## src/rtl/calc_pkg.sv

```systemverilog
// calc_pkg: shared calculator constants, command/move codes and controller states
package calc_pkg;
  localparam int DATA_W = 32;
  localparam int DEPTH = 512;
  localparam int CNT_W = 10;
  typedef enum logic [2:0] {CMD_ADD, CMD_SUB, CMD_MUL, CMD_DIV, CMD_MOD, CMD_POP, CMD_DUP, CMD_SWP} cmd_t;
  localparam logic [1:0] ST_NO_MOV = 2'd0;
  localparam logic [1:0] ST_MOV_UP = 2'd1;
  localparam logic [1:0] ST_MOV_DN = 2'd2;
  typedef enum logic [2:0] {IDLE, CHECK, DIV_WAIT, ISSUE, MEM_WAIT, MEM_WAIT2} state_t;
  function automatic logic cmd_ok(cmd_t c, logic [CNT_W-1:0] n, logic b_zero);
    return c == CMD_POP ? n != '0 :
           c == CMD_DUP ? (n != '0 && n < CNT_W'(DEPTH)) :
           (n >= CNT_W'(2) && !((c == CMD_DIV || c == CMD_MOD) && b_zero));
  endfunction
endpackage

```

## src/rtl/calc_exec_ctrl_if.sv

```systemverilog
// calc_exec_ctrl_if: exec request handshake plus stack command/status bus
interface calc_exec_ctrl_if;
  import calc_pkg::*;
  logic start;
  cmd_t cmd;
  logic busy, done, err, st_en, st_ready;
  logic [1:0] st_write_elems_cnt, st_top_mov;
  logic [DATA_W-1:0] st_write_elem0, st_write_elem1, st_top0, st_top1;
  logic [CNT_W-1:0] st_elems_cnt;
  modport master(input start, cmd, st_elems_cnt, st_top0, st_top1, st_ready,
                 output busy, done, err, st_en, st_write_elems_cnt, st_write_elem0, st_write_elem1, st_top_mov);
  modport slave(output start, cmd, st_elems_cnt, st_top0, st_top1, st_ready,
                input busy, done, err, st_en, st_write_elems_cnt, st_write_elem0, st_write_elem1, st_top_mov);
endinterface

```

## src/rtl/calc_divider.sv

```systemverilog
// calc_divider: signed iterative restoring divider, one quotient bit per cycle, sign fixup last
module calc_divider
  import calc_pkg::*;
(
  input  logic              clk,
  input  logic              reset_n,
  input  logic              clear,
  input  logic              go,
  input  logic [DATA_W-1:0] dividend,
  input  logic [DATA_W-1:0] divisor,
  output logic              busy,
  output logic              valid,
  output logic [DATA_W-1:0] quotient,
  output logic [DATA_W-1:0] remainder
);
  localparam int CW = $clog2(DATA_W + 1);
  logic [DATA_W-1:0] r_q, q_q, d_q;
  logic [DATA_W:0] sh;
  logic [CW-1:0] cnt;
  logic neg_q, neg_r, ge;
  assign sh = {r_q, q_q[DATA_W-1]};
  assign ge = sh >= {1'b0, d_q};
  always_ff @(posedge clk or negedge reset_n)
    if (!reset_n) begin
      {busy, valid, neg_q, neg_r} <= '0;
      {r_q, q_q, d_q, quotient, remainder} <= '0;
      cnt <= '0;
    end else begin
      valid <= 1'b0;
      if (clear) busy <= 1'b0;
      else if (go) begin
        busy <= 1'b1;
        cnt <= '0;
        r_q <= '0;
        q_q <= dividend[DATA_W-1] ? -dividend : dividend;
        d_q <= divisor[DATA_W-1] ? -divisor : divisor;
        neg_q <= dividend[DATA_W-1] ^ divisor[DATA_W-1];
        neg_r <= dividend[DATA_W-1];
      end else if (busy && cnt != CW'(DATA_W)) begin
        r_q <= ge ? sh[DATA_W-1:0] - d_q : sh[DATA_W-1:0];
        q_q <= {q_q[DATA_W-2:0], ge};
        cnt <= cnt + 1'b1;
      end else if (busy) begin
        busy <= 1'b0;
        valid <= 1'b1;
        quotient <= neg_q ? -q_q : q_q;
        remainder <= neg_r ? -r_q : r_q;
      end
    end
endmodule

```

## src/rtl/calc_exec_ctrl.sv

```systemverilog
// calc_exec_ctrl: EXEC sequencer -- precondition check, compute, one-shot stack write/move
module calc_exec_ctrl
  import calc_pkg::*;
(
  input logic clk,
  input logic reset_n,
  input logic clear,
  calc_exec_ctrl_if.master bus
);
  state_t state, nxt;
  cmd_t cmd_q;
  logic [DATA_W-1:0] a_q, b_q, res, e0_q, e1_q, quo, rem;
  logic [CNT_W-1:0] n_q;
  logic [1:0] wcnt_q, mov_q;
  logic err_q, ok, is_div, div_go, div_valid, div_busy, load;
  assign is_div = cmd_q == CMD_DIV || cmd_q == CMD_MOD;
  assign ok = cmd_ok(cmd_q, n_q, b_q == '0);
  assign div_go = !clear && state == CHECK && ok && is_div;
  assign load = !clear && ((state == CHECK && ok && !is_div) || (state == DIV_WAIT && div_valid));
  assign res = cmd_q == CMD_ADD ? a_q + b_q :
               cmd_q == CMD_SUB ? a_q - b_q :
               cmd_q == CMD_MUL ? a_q * b_q :
               cmd_q == CMD_DIV ? quo :
               cmd_q == CMD_MOD ? rem :
               cmd_q == CMD_SWP ? a_q : b_q;
  calc_divider u_div (
    .clk(clk), .reset_n(reset_n), .clear(clear), .go(div_go), .dividend(a_q), .divisor(b_q),
    .busy(div_busy), .valid(div_valid), .quotient(quo), .remainder(rem)
  );
  always_comb begin
    nxt = state;
    case (state)
      IDLE:      nxt = bus.start ? CHECK : IDLE;
      CHECK:     nxt = !ok ? IDLE : is_div ? DIV_WAIT : ISSUE;
      DIV_WAIT:  nxt = div_valid ? ISSUE : div_busy ? DIV_WAIT : IDLE;
      ISSUE:     nxt = MEM_WAIT;
      MEM_WAIT:  nxt = MEM_WAIT2;
      MEM_WAIT2: nxt = bus.st_ready ? IDLE : MEM_WAIT2;
      default:   nxt = IDLE;
    endcase
    if (clear) nxt = IDLE;
  end
  always_ff @(posedge clk or negedge reset_n)
    if (!reset_n) state <= IDLE;
    else state <= nxt;
  always_ff @(posedge clk or negedge reset_n)
    if (!reset_n) begin
      cmd_q <= CMD_ADD;
      {a_q, b_q, e0_q, e1_q} <= '0;
      n_q <= '0;
      {wcnt_q, mov_q} <= '0;
      err_q <= 1'b0;
    end else begin
      if (state == IDLE && bus.start && !clear) begin
        cmd_q <= bus.cmd;
        a_q <= bus.st_top1;
        b_q <= bus.st_top0;
        n_q <= bus.st_elems_cnt;
      end
      err_q <= !clear && state == CHECK && !ok;
      if (load) begin
        e0_q <= res;
        e1_q <= cmd_q == CMD_SWP ? b_q : e1_q;
        wcnt_q <= cmd_q == CMD_SWP ? 2'd2 : cmd_q == CMD_POP ? 2'd0 : 2'd1;
        mov_q <= cmd_q == CMD_SWP ? ST_NO_MOV : cmd_q == CMD_DUP ? ST_MOV_UP : ST_MOV_DN;
      end
    end
  assign bus.busy = state != IDLE || err_q;
  assign bus.done = !clear && (err_q || (state == MEM_WAIT2 && bus.st_ready));
  assign bus.err = !clear && err_q;
  assign bus.st_en = state == ISSUE;
  assign bus.st_write_elems_cnt = wcnt_q;
  assign bus.st_write_elem0 = e0_q;
  assign bus.st_write_elem1 = e1_q;
  assign bus.st_top_mov = mov_q;
endmodule

```

## src/flat_wrapper.sv

```systemverilog
// flat-port wrapper written by rule: the top's interface ports become plain ports
module calc_exec_ctrl_flat import calc_pkg::*;
  (clk, reset_n, clear, bus_start, bus_cmd, bus_st_elems_cnt, bus_st_top0, bus_st_top1, bus_st_ready, bus_busy, bus_done, bus_err, bus_st_en, bus_st_write_elems_cnt, bus_st_write_elem0, bus_st_write_elem1, bus_st_top_mov);
  calc_exec_ctrl_if bus_i ();
  input logic clk;
  input logic reset_n;
  input logic clear;
  input wire logic [$bits(bus_i.start)-1:0] bus_start;
  input wire logic [$bits(bus_i.cmd)-1:0] bus_cmd;
  input wire logic [$bits(bus_i.st_elems_cnt)-1:0] bus_st_elems_cnt;
  input wire logic [$bits(bus_i.st_top0)-1:0] bus_st_top0;
  input wire logic [$bits(bus_i.st_top1)-1:0] bus_st_top1;
  input wire logic [$bits(bus_i.st_ready)-1:0] bus_st_ready;
  output wire logic [$bits(bus_i.busy)-1:0] bus_busy;
  output wire logic [$bits(bus_i.done)-1:0] bus_done;
  output wire logic [$bits(bus_i.err)-1:0] bus_err;
  output wire logic [$bits(bus_i.st_en)-1:0] bus_st_en;
  output wire logic [$bits(bus_i.st_write_elems_cnt)-1:0] bus_st_write_elems_cnt;
  output wire logic [$bits(bus_i.st_write_elem0)-1:0] bus_st_write_elem0;
  output wire logic [$bits(bus_i.st_write_elem1)-1:0] bus_st_write_elem1;
  output wire logic [$bits(bus_i.st_top_mov)-1:0] bus_st_top_mov;
  assign bus_i.start = bus_start;
  assign bus_i.cmd = bus_cmd;
  assign bus_i.st_elems_cnt = bus_st_elems_cnt;
  assign bus_i.st_top0 = bus_st_top0;
  assign bus_i.st_top1 = bus_st_top1;
  assign bus_i.st_ready = bus_st_ready;
  assign bus_busy = bus_i.busy;
  assign bus_done = bus_i.done;
  assign bus_err = bus_i.err;
  assign bus_st_en = bus_i.st_en;
  assign bus_st_write_elems_cnt = bus_i.st_write_elems_cnt;
  assign bus_st_write_elem0 = bus_i.st_write_elem0;
  assign bus_st_write_elem1 = bus_i.st_write_elem1;
  assign bus_st_top_mov = bus_i.st_top_mov;
  calc_exec_ctrl u_core (.clk(clk), .reset_n(reset_n), .clear(clear), .bus(bus_i));
endmodule
```

## config.mk

```make
export PLATFORM = sky130hd
export DESIGN_NAME = calc_exec_ctrl_flat
export DESIGN_NICKNAME = d
export VERILOG_FILES = /design/src/rtl/calc_pkg.sv /design/src/rtl/calc_exec_ctrl_if.sv /design/src/rtl/calc_divider.sv /design/src/rtl/calc_exec_ctrl.sv /design/src/flat_wrapper.sv
export SDC_FILE = /design/constraint.sdc
export NUM_CORES = 2
export LEC_CHECK = 0
export BUFFER_PORTS_ARGS = -buffer_cell sky130_fd_sc_hd__buf_2
export CAP_MARGIN = 5
export CELL_PAD_IN_SITES_DETAIL_PLACEMENT = 2
export CELL_PAD_IN_SITES_GLOBAL_PLACEMENT = 2
export CORE_MARGIN = 8
export CORE_UTILIZATION = 44
export CTS_BUF_LIST = sky130_fd_sc_hd__clkbuf_4 sky130_fd_sc_hd__clkbuf_8
export DETAILED_ROUTE_END_ITERATION = 8
export GPL_TIMING_DRIVEN = 0
export PLACE_DENSITY_LB_ADDON = 0.1
export RECOVER_POWER = 25
export REMOVE_ABC_BUFFERS = 1
export SYNTH_ARGS = -nofsm -noshare
export SYNTH_HDL_FRONTEND = slang
export SYNTH_HIERARCHICAL = 1
export SYNTH_SLANG_ARGS = --single-unit
```

## constraint.sdc

```tcl
create_clock -name clk -period 11.2 [get_ports clk]
set_clock_uncertainty 0.2 [all_clocks]
set_input_delay 1.68 -clock clk [delete_from_list [all_inputs] [get_ports clk]]
set_output_delay 1.68 -clock clk [all_outputs]
set_load 0.005 [all_outputs]
```

== After elaboration in Yosys (flattened, before gate mapping) ==
Index checks and enable logic that the tools add are counted.
Cells by class
  reduce and logical (&&, ||, !) cells: 35
  equality and inequality tests: 14
  multiply operators: 1
  add/subtract/negate cells: 8
  bitwise logic cells: 4
  divide/modulo/power cells: 0
  $lt $le $gt $ge: 3
  muxes and demuxes: 38
  shifts and indexed selects: 0
Operators with widths (count)
  32-bit two-way mux: 15
  32-bit negator: 4
  32-bit subtractor: 2
  33-bit by 32-bit >= comparator with 1-bit output: 1
  32-bit adder: 1
  32-bit logical NOT: 1
  32-bit by 32-bit multiplier with 32-bit output: 1
  3-bit == test (second input constant): 6
  3-bit one-hot mux with 6 select lines: 1
  1-bit logical AND: 17
  3-bit by 2-bit == test with 1-bit output (second input constant): 4
  1-bit two-way mux: 12
  3-bit two-way mux: 4
  6-bit two-way mux: 2
  10-bit by 2-bit >= comparator with 1-bit output (second input constant): 1
  10-bit < comparator (second input constant): 1
  10-bit nonzero test: 1
  2-bit two-way mux: 4
  6-bit by 1-bit adder with 6-bit output (second input constant): 1
  3-bit by 1-bit == test with 1-bit output (second input constant): 2
  3-bit logical NOT: 2
  6-bit != test (second input constant): 1
  2-bit AND reduction: 3
  1-bit logical NOT: 4
  7 further kinds: 12
Word-level totals
  output and inout bits: 72
  memories: 0
  ROM bits: 0
  bits in registers: 319
  input port bits: 82
  memory bits (writable): 0
  latch bits: 0

== Depth between registers and ports, before layout ==
  depth after elaboration: 12
  depth in mapped cells: 28

== Cells and area by module ==
The synthesis kept the hierarchy.
By module, submodules not included
  calc_exec_ctrl: seq. area each 3728.6 sq um, cells each 2937, times used 1, area each 26137.6 sq um
  calc_divider: seq. area each 4254.1 sq um, cells each 1276, times used 1, area each 10980.5 sq um

== Least setup slack after synthesis ==
Ideal clock, no wire load.
  path kind: flip-flop to flip-flop
  start: reg u_core.b_q[6]
  end: reg u_core.e0_q[30], in the netlist u_core/bus.st_write_elem0[30]
  arrival: 7293 ps
  period minus slack after synthesis: 7619 ps
  setup slack: 3581 ps
  stages on the path, launching flop included: 27
  required time: 10874 ps
  path buffers: 2
  cell sequence: dfrtp_1 -> clkbuf_1 -> clkbuf_1 -> and2_1 -> fa_1 -> fa_1 -> fa_1 -> inv_1 -> fa_1 -> inv_1 -> fa_1 -> inv_1 -> fa_1 -> inv_1 -> fa_1 -> fa_1 -> ha_1 -> and4_1 -> and2_1 -> a22oi_1 -> nand3b_1 -> o221a_2 -> o41ai_2 -> mux2i_1 -> a2111oi_0 -> and3b_1 -> a221o_1
Between the ends
  longest elaborated chain between the ends: 10
Ends and longest elaborated chain
  start, declared: RTL line calc_exec_ctrl.sv:12  | logic [DATA_W-1:0] a_q, b_q, res, e0_q, e1_q, quo, rem;
  start signal, assigned: RTL line calc_exec_ctrl.sv:57  | b_q <= bus.st_top0;
  parallel branches: the longest is 10 deep, another holds 32-bit by 32-bit multiplier with 32-bit output
  end signal, assigned: RTL line calc_exec_ctrl.sv:62  | e0_q <= res;
  end, declared: RTL line calc_exec_ctrl.sv:12
Parallel ways; which one is timed is not known.
A chain may end at the register's enable or synchronous reset.

== Final worst setup path ==
  start: reg u_core.a_q[0]
  end: reg u_core.e0_q[28], in the netlist u_core/bus.st_write_elem0[28]
Between the ends
  longest elaborated chain between the ends: 4
Ends and longest elaborated chain
  start, declared: RTL line calc_exec_ctrl.sv:12
  start signal, assigned: RTL line calc_exec_ctrl.sv:56  | a_q <= bus.st_top1;
  32-bit by 32-bit multiplier with 32-bit output: RTL line calc_exec_ctrl.sv:22  | cmd_q == CMD_MUL ? a_q * b_q :
  32-bit two-way mux: RTL line calc_exec_ctrl.sv:22
  32-bit two-way mux: RTL line calc_exec_ctrl.sv:21  | cmd_q == CMD_SUB ? a_q - b_q :
  32-bit two-way mux *: RTL line calc_exec_ctrl.sv:20  | assign res = cmd_q == CMD_ADD ? a_q + b_q :
Every way passes the cells marked *; elsewhere a longest branch is shown, timed or not.

==> flow_summary.toml <==
[clock_network]
cts_root_buf = "clkbuf_8"
cts.clk_slew.worst_paths_ps = 60
insertion_delay_ps = 740
cts_tree = "built"
cts.sinks = 319
htree_num_levels = 3
cts_buffers = 68
cts-resized-gates = 0
clock_path_buffers = 3
cts_setup_buffers = 0
hold_buffers = 0

[timing]
slew_headroom_pct = -264
period_share_pct = 95.1
setup_viol = 0
slew_viol_final = 215
max_freq_mhz = 93.9
whs_ps = 274
hold_viol = 0
rsz0062_at_grt = "no"
period_needed_ps = 10650
worst_pin_slew_ps = 5460

[routing]
drt_iter0_drc = 2577
routed_wl_um = 170000
route.detailed.drc = 0
vias_per_cell = 6.25
wl_per_cell_um = 31.7
drtPass1Iterations = 6
ant_nets = 0
vias = 33579

[placed_design]
gp_routability_congestion = 0.911
hpwl_um = 121000
port_buffers = 153
place_inst = 5244

[final_layout]
fin_cells = 5372
area_delta_synth_final_pct = 9.72
nNetsFinal = 4953
seqCellArea_um2 = 8020
multi_input_area_um2 = 26300
final_cell_mix = "nand2_1 (546), inv_1 (498), fa_1 (411)"
drive_above_1_share_pct = 11.0
fillers = 9061
layout_commonest_cell = "nand2_1"

[floorplanning]
row_count = 106
initial_utilization_pct = 44.4
die_w_um = 306
core_um2 = 83600
die-area_um2 = 93900
dieHeight_um = 306
io_pins = 154

[grt]
grt_pass1_wl_um = 255000
grtUsageMet3_pct = 6.68
grt_max_degree = 111
grt.busiest_layer = "met2"
met2_usage_pct = 59.6
grt_util_met1_pct = 44.3
antenna_found_initial = 14
grt_usage_pct = 36.1
grt.overflow.total = 0
grt_pass1_vias = 38571

[logic_synthesis]
synthArstFlopShare_pct = 100
ys_top_cells_by_area = "fa_1 (22%), dfrtp_1 (22%), ha_1 (7.5%), nand2_1 (5.5%), inv_1 (5.0%)"
syn_avg_cell_area_um2 = 8.81
synth-seq-cells = 319
seq_area_frac_synth_pct = 21.5
synth_ff_type = "dfrtp_1"
synth_top_area_cell = "fa_1"
synth.top_cell.area_share_pct = 22.2
yosysWarnings = 6
synth.distinct_cells = 94
synth_edf_count = 0
netlist_instances = 4213
syn-cell-area_um2 = 37100

[critical_path]
critical_path.top_delay_family = "adder cells"
critPathKind = "reg -> reg"
crit_top_cell = "fa_1"
end_kind = "flop"
worst-path-buf-inv = 3
crit_path_max_fanout = 26
max_stage_delay_ps = 1420
slowest_stage = "clkinv_1"
crit_chain = "clkinv_1, nor2_1, fa_1, fa_1, inv_1, fa_1, inv_1, ha_1, fa_1, fa_1, fa_1, fa_1, ha_1, and4_1, and2_1, nand2_1, a211oi_1, o221a_2, nand3_1, a21oi_1, nor3_1, o32ai_1, o21ai_0"
crit_required_ps = 11570
setup.worst_path.start_class = "flop"
cp_data_arrival_time_ps = 11020

[status]
status = "finished with violations"
violations = "max-capacitance violations, max-slew violations"

[flow_run]
drv_cap = 3

[worst_hold_path]
hold_class = "reg -> reg"
[layer usage]
metal,share of wire [%],up-vias,wire [um]
li1,-,13983,-
met1,39,17558,66800
met2,47,1429,80600
met3,6.8,607,11600
met4,6.7,2,11300
met5,0.0076,-,13
[worst reg2reg max path: cells and delay by family (launching register included)]
kind	cells	cell delay (ps)
fa+ha+maj	9	3760
compound gates	5	2250
buf+inv	3	1610
simple gates	6	1470
flops	1	1160
[cells in the mapped netlist, types with 12 or more instances]
cell type,instances
xnor2_1,123
ha_1,223
fa_1,411
dfrtp_1,319
or4_1,21
nand2b_1,23
nand3_1,36
clkbuf_1,198
o211ai_1,32
o21a_1,14
buf_1,15
a211oi_1,32
inv_1,499
o41ai_1,23
o21bai_1,12
o22ai_1,20
o21ai_0,341
nor2_1,186
and2_1,268
nand2_1,548
mux2i_1,45
nor3_1,45
a21oi_1,168
nor4_1,22
o31ai_1,43
mux2_2,79
or3_1,20
nor2b_1,19
a21o_1,33
xor2_1,143
a32oi_1,23
a31oi_1,19
a22oi_1,12
buf_2,13
[final cells by class]
class	instances	share of cell area, %
repair buffers	192	3.90
inverters	503	4.64
multi-input cells	3153	64.7
diodes	6	0.0369
clock inverters	12	0.485
flip-flops and latches	319	19.7
clock buffers	107	3.25
well taps	1080	3.32
[worst paths after layout]
path,from,endpoint,slack (ps),cells past startpoint
max,u_core/a_q[0]$_DFFE_PN0P_,u_core/bus.st_write_elem0[28]$_DFFE_PN0P_,550,23
min,u_core/bus.st_write_elem0[11]$_DFFE_PN0P_,u_core/bus.st_write_elem0[11]$_DFFE_PN0P_,270,2
max reg2reg,u_core/a_q[0]$_DFFE_PN0P_,u_core/bus.st_write_elem0[28]$_DFFE_PN0P_,550,23
min reg2reg,u_core/bus.st_write_elem0[11]$_DFFE_PN0P_,u_core/bus.st_write_elem0[11]$_DFFE_PN0P_,270,2
max in group asynchronous,reset_n,u_core/b_q[9]$_DFFE_PN0P_,3020,2
min in group asynchronous,reset_n,u_core/u_div/d_q[5]$_DFFE_PN0P_,1260,1
[flip-flops by register name (all words and copies together) (netlist names)]
register and count:
u_core/u_div/remainder 32, u_core/n_q 10, u_core/u_div/r_q 32, u_core/u_div/cnt 6, u_core/a_q 32, u_core/u_div/neg_r 1, u_core/u_div/d_q 32, u_core/bus.st_write_elem0 32
u_core/u_div/quotient 32, u_core/bus.st_top_mov 2, u_core/state 3, u_core/u_div/q_q 32, u_core/u_div/busy 1, u_core/bus.st_write_elem1 32, u_core/cmd_q 3, u_core/err_q 1
u_core/bus.st_write_elems_cnt 2, u_core/u_div/neg_q 1, u_core/b_q 32, u_core/u_div/valid 1
[through the flow]
stage | setup TNS, ps | cell area [um^2] | worst slack [ps] | util (%)
6_report | 0 | 40700 | 547 | 48.7
5_1_grt | 0 | 40700 | 520 | 48.7
4_1_cts | 0 | 40700 | 755 | 48.7
3_5_place_dp | 0 | 39200 | 1190 | 46.9
3_3_place_gp | -9320 | 38300 | -716 | 45.8
2_1_floorplan | 0 | 36100 | 3550 | -
[cell families after synthesis]
logic type,Yosys count,synth area share (%)
flip-flops,319,21.5
AND/OR/NAND/NOR,1253,16.2
adder cells (fa/ha/maj),634,29.7
AO/OA/AOI/OAI,872,14.7
multiplexers,127,3.79
XOR/XNOR,267,6.34
buffers and inverters,741,7.73
Power is left out: the tool's default activity adds up to more than one toggle a clock period on the data nets, which glitch-free logic cannot reach.
